==> src/rtl/simon_seq_engine.sv <==
// Simon pattern engine: LFSR-grown sequence, timed replay, press checking.
// Optional macro SIMON_TIMEOUT_EN adds a READ inactivity timeout.
module simon_seq_engine #(
    parameter int          NUM_BTNS      = 4,
    parameter int          MAX_ROUNDS    = 16,
    parameter int          SHOW_TICKS    = 1,
    parameter logic [15:0] LFSR_SEED     = 16'hACE1,
    parameter int          TIMEOUT_TICKS = 5
) (
    input  logic                clk_50M,
    input  logic                reset_n,
    input  logic                tick,
    input  logic                start,
    input  logic [NUM_BTNS-1:0] btn_evt,
    output logic [NUM_BTNS-1:0] display_bits,
    output logic                led,
    output logic                playing,
    output logic                win,
    output logic                lose,
    output logic [6:0]          round_len,
    output logic                done_normal
);

    localparam int IW = $clog2(NUM_BTNS);
    localparam int AW = (MAX_ROUNDS > 1) ? $clog2(MAX_ROUNDS) : 1;
    localparam logic [6:0] MAX_LEN   = 7'(MAX_ROUNDS);
    localparam logic [7:0] SHOW_LAST = 8'(SHOW_TICKS - 1);

    typedef enum logic [2:0] {
        S_IDLE,
        S_APPEND,
        S_GAP,
        S_SHOW,
        S_READ,
        S_NEXT,
        S_WIN,
        S_LOSE
    } state_t;

    state_t        state_q, state_d;
    logic [15:0]   lfsr_q, lfsr_d;
    logic [6:0]    len_d;
    logic [6:0]    rep_q, rep_d;
    logic [6:0]    rd_q, rd_d;
    logic [7:0]    shw_q, shw_d;
    logic          play_d;
    logic          wr_en;
    logic [IW-1:0] new_step;
    logic [NUM_BTNS-1:0] exp_oh;
    logic [NUM_BTNS-1:0] disp_d;

    logic [IW-1:0] pattern [MAX_ROUNDS];

`ifdef SIMON_TIMEOUT_EN
    localparam logic [7:0] TO_LIMIT = 8'(TIMEOUT_TICKS);
    logic [7:0] to_q, to_d;
`endif

    function automatic logic [NUM_BTNS-1:0] onehot(input logic [IW-1:0] s);
        logic [NUM_BTNS-1:0] v;
        v    = '0;
        v[s] = 1'b1;
        return v;
    endfunction

    assign new_step = IW'(lfsr_q[7:0] % 8'(NUM_BTNS));
    assign exp_oh   = onehot(pattern[rd_q[AW-1:0]]);

    // Pattern memory is always written before it is read, so it needs no reset.
    always_ff @(posedge clk_50M) begin
        if (wr_en)
            pattern[round_len[AW-1:0]] <= new_step;
    end

    always_comb begin
        state_d = state_q;
        lfsr_d  = lfsr_q;
        len_d   = round_len;
        rep_d   = rep_q;
        rd_d    = rd_q;
        shw_d   = shw_q;
        play_d  = playing;
        wr_en   = 1'b0;
`ifdef SIMON_TIMEOUT_EN
        to_d    = to_q;
`endif
        if (tick)
            play_d = 1'b0;

        unique case (state_q)
            S_IDLE: begin
                if (start)
                    state_d = S_APPEND;
            end
            S_APPEND: begin
                wr_en   = 1'b1;
                lfsr_d  = {1'b0, lfsr_q[15:1]} ^ (lfsr_q[0] ? 16'hB400 : 16'h0000);
                len_d   = round_len + 7'd1;
                rep_d   = '0;
                state_d = S_GAP;
            end
            S_GAP: begin
                if (tick) begin
                    if (rep_q == round_len) begin
                        rd_d    = '0;
`ifdef SIMON_TIMEOUT_EN
                        to_d    = '0;
`endif
                        state_d = S_READ;
                    end else begin
                        shw_d   = '0;
                        state_d = S_SHOW;
                    end
                end
            end
            S_SHOW: begin
                if (tick) begin
                    if (shw_q == SHOW_LAST) begin
                        rep_d   = rep_q + 7'd1;
                        state_d = S_GAP;
                    end else begin
                        shw_d   = shw_q + 8'd1;
                    end
                end
            end
            S_READ: begin
                // A press wins over a tick arriving in the same cycle.
                if (|btn_evt) begin
                    if (btn_evt == exp_oh) begin
                        rd_d   = rd_q + 7'd1;
                        play_d = 1'b1;
`ifdef SIMON_TIMEOUT_EN
                        to_d   = '0;
`endif
                        if (rd_q + 7'd1 == round_len)
                            state_d = (round_len == MAX_LEN) ? S_WIN : S_NEXT;
                    end else begin
                        state_d = S_LOSE;
                    end
                end
`ifdef SIMON_TIMEOUT_EN
                else if (tick) begin
                    to_d = to_q + 8'd1;
                    if (to_q + 8'd1 >= TO_LIMIT)
                        state_d = S_LOSE;
                end
`endif
            end
            S_NEXT: begin
                if (tick)
                    state_d = S_APPEND;
            end
            S_WIN, S_LOSE: begin
                if (start) begin
                    len_d   = '0;
                    rep_d   = '0;
                    rd_d    = '0;
                    state_d = S_APPEND;
                end
            end
            default: state_d = S_IDLE;
        endcase
    end

    always_comb begin
        disp_d = '0;
        if (state_d == S_SHOW)
            disp_d = onehot(pattern[rep_d[AW-1:0]]);
    end

    // Outputs are registered from next-state so they line up with the state.
    always_ff @(posedge clk_50M or negedge reset_n) begin
        if (!reset_n) begin
            state_q      <= S_IDLE;
            lfsr_q       <= LFSR_SEED;
            round_len    <= '0;
            rep_q        <= '0;
            rd_q         <= '0;
            shw_q        <= '0;
            playing      <= 1'b0;
            display_bits <= '0;
            led          <= 1'b0;
            win          <= 1'b0;
            lose         <= 1'b0;
            done_normal  <= 1'b1;
        end else begin
            state_q      <= state_d;
            lfsr_q       <= lfsr_d;
            round_len    <= len_d;
            rep_q        <= rep_d;
            rd_q         <= rd_d;
            shw_q        <= shw_d;
            playing      <= play_d;
            display_bits <= disp_d;
            led          <= (state_d == S_READ);
            win          <= (state_d == S_WIN);
            lose         <= (state_d == S_LOSE);
            done_normal  <= !((state_d == S_GAP) || (state_d == S_SHOW));
        end
    end

`ifdef SIMON_TIMEOUT_EN
    always_ff @(posedge clk_50M or negedge reset_n) begin
        if (!reset_n)
            to_q <= '0;
        else
            to_q <= to_d;
    end
`endif

endmodule

==> config.mk <==
export PLATFORM = sky130hd
export DESIGN_NAME = simon_seq_engine
export DESIGN_NICKNAME = d
export VERILOG_FILES = /design/src/rtl/simon_seq_engine.sv
export SDC_FILE = /design/constraint.sdc
export NUM_CORES = 1
export LEC_CHECK = 0
export ABC_AREA = 1
export CORE_ASPECT_RATIO = 0.9
export CORE_MARGIN = 3
export CORE_UTILIZATION = 35
export CTS_CLUSTER_DIAMETER = 30
export DETAILED_ROUTE_END_ITERATION = 6
export DONT_BUFFER_PORTS = 1
export PLACE_DENSITY_LB_ADDON = 0.05
export SKIP_CTS_REPAIR_TIMING = 1
export SLEW_MARGIN = 15
export SYNTH_ARGS = -nofsm -noshare
export SYNTH_HDL_FRONTEND = slang
export SYNTH_SLANG_ARGS = --single-unit
==> constraint.sdc <==
create_clock -name clk_50M -period 1.8 [get_ports clk_50M]
set_input_delay 0.18 -clock clk_50M [delete_from_list [all_inputs] [get_ports clk_50M]]
set_output_delay 0.18 -clock clk_50M [all_outputs]
set_load 0.03 [all_outputs]
==> results.toml <==
[timing]
period_needed_ps = 2138
hold_ws_ps = 70.62
rsz0062_at_grt = "yes"
skew_ps = 5.990
hold_viol_final = 0
finalMaxSlewViolations = 0
period_share = 1.188
fmax_mhz = 467.6
slew_headroom = 0.6416
tightest_slew_ps = 537.6
setup_ws_ps = -338.4
finalSetupViolCount = 23
finalSetupTns_ps = -4253

[floorplan]
dieArea_um2 = 16270
chipWidth_um = 134.1
die_y_um = 121.3
rows = 41
ios = 24
initial_utilization = 0.3625
placeableCoreArea_um2 = 14260

[critical_path]
slowest_delay_ps = 470
cp_slowest_cell = "dfrtp_2"
crit_chain = "ha_4, or2_4, nand2_4, nand2_2, a21oi_2, nand2_2, nor2_4, nand4_1, nand2_1, inv_1, nand2_1, nand2_2, nand2_4, nand3_4, nor2_4"
crit_arrival_ps = 2420
cp-start-kind = "register"
reg2reg_depth = 15
cp.required_ps = 2080
r2r-end = "display_bits[3]"
reg2reg_from = "rd_q[0]"
reg2reg_slack_ps = -340
crit_top_cell = "nand2_2"
critical_path.max_fanout = 5
worst_setup_path_end_kind = "register"
worstSetupPathType = "reg -> reg"

[yosys]
syn_area_per_cell_um2 = 8.040
synthCells = 643
yosys-top-cells-area = "dfrtp_1 23%, edfxtp_1 19%, nand2_1 12%"
yosysSeqAreaShare = 0.4639
ys_warn_count = 0
netlist.area_leader.share = 0.2323
yosysUniqueCellTypes = 45
synth_seq_cells = 89
synth_area_leader_cell = "dfrtp_1"
synthesis.area_um2 = 5170
syn-num-nets = 659

[detailed_routing]
drtIter0Drc = 296
drc = 0
drtPass1Iterations = 4
routed_wirelength_um = 15310
wl_per_cell_um = 15.99
avgViaCountPerCell = 4.832
ant_nets = 0
vias = 4629

[clocking]
clockBufferDepth = 2
cts_root_buffer = "clkbuf_16"
cts_made_buffers = 9
cts_htree_levels = 3
cts_tree = "yes"
clkSlewWorstSetupHoldPaths_ps = 70
cts_sinks = 89
clock_latency_ps = 350

[power]
peakVddDrop_uv = 686.6
p_leak_nw = 3.256
p_per_area_nw_per_um2 = 1475
power_mw = 10.32

[layout]
post-route-cell-area_um2 = 6998
n_antenna_cell = 0
final_common_cell = "nand2_1"
final_util = 0.4907
fin_cells = 958
drive_above_1_share = 0.3556
area_delta_synth_final_pct = 35.36
nets = 776
layout_common_cells = "156 x nand2_1, 110 x buf_4, 86 x nand3_1, 80 x inv_1, 42 x dfrtp_1"

[grt]
grt-ovfl-total = 0
antenna_found_initial = 0
grt_pass1_wl_um = 24220
grt_pass1_vias = 4551
grt_usage = 0.1942
grt_max_degree = 58

[run]
maxCapViolCount = 0

[placed_design]
numPortBuffers = 0
dpl.cell_count = 933
place_area_um2 = 6205
gp_congestion = 0.8284
dp_slack_ps = -434.2
hpwl_um = 11820

[min_path]
hold_path_class = "in -> reg"
hp-start = "tick"
whs_path_depth = 2
min_to = "state_q[2]"

[run_status]
outcome = "finished with violations"
violations = "negative setup slack"
[power by group]
group,switching [mW],leakage [nW],total [mW],internal [mW]
Combinational,3.35,2.03,5.75,2.40
Sequential,0.309,1.08,2.64,2.33
Clock,0.848,0.150,1.94,1.09
[kinds of logic after synthesis]
logic type | share of synthesized area
adders and majority gates | 0.01936
buffers and inverters | 0.09656
and+or+nand+nor | 0.3362
AOI/OAI and AO/OA | 0.05760
DFF | 0.4639
xor gates and xnor gates | 0.02638
[cells in the mapped netlist, drive strengths merged]
| master | number |
|---|---|
| nand2 | 182 |
| nand3 | 105 |
| inv | 99 |
| nor2 | 49 |
| dfrtp | 48 |
| edfxtp | 32 |
| o21ai | 32 |
| buf | 12 |
| nor3 | 11 |
| a21oi | 10 |
| dfstp | 9 |
| ha | 8 |
| nand4 | 8 |
| xnor2 | 8 |
| clkbuf | 5 |
| xor2 | 5 |
| nor4 | 4 |
| nor3b | 3 |
| o31ai | 2 |
| or2 | 2 |
| a211oi | 1 |
| a21o | 1 |
| a221oi | 1 |
| a22o | 1 |
| a31oi | 1 |
| clkinv | 1 |
| nand3b | 1 |
| o211ai | 1 |
| xnor3 | 1 |
[state kept, by name (all words and copies together), names as in the netlist, 3 cells and up]
name          count
display_bits      4
rd_q              7
state_q           3
shw_q             8
lfsr_q           16
round_len         7
rep_q             7
pattern          32
[worst max-delay path, delay by kind of cell (launching register included)]
family,cells,cell delay (ps)
flip-flops,1,470
AND/OR/NAND/NOR,12,1240
adder cells (fa/ha/maj),1,190
buffers and inverters,1,40
AO/OA/AOI/OAI,1,130
[layer usage]
layer | global-route usage | vias to the layer above | wire (um)
met3 | 0.04104 | 15 | 484
met2 | 0.2936 | 70 | 6914
li1 | - | 2318 | -
met5 | 0 | - | 0
met4 | 0.05534 | 0 | 235
met1 | 0.2819 | 2226 | 7680
[area by class of cell]
type / instances / area, um^2
inverter: 100 / 387.9
tap: 193 / 241.5
clock buffer: 9 / 225.2
sequential: 89 / 2406
clock inverter: 7 / 75.07
fill: 1425 / 7263
multi-input combinational: 437 / 2649
timing repair buffer: 123 / 1013
[worst max-delay path by stage]
stage / from / end
floorplan: round_len[0] / rd_q[5]
global placement: rd_q[0] / display_bits[3]
detailed placement: rd_q[0] / display_bits[2]
CTS: rd_q[0] / display_bits[2]
global route: rd_q[3] / display_bits[3]
finish: rd_q[0] / display_bits[3]
Note: power is estimated with default switching activity, not from simulation.
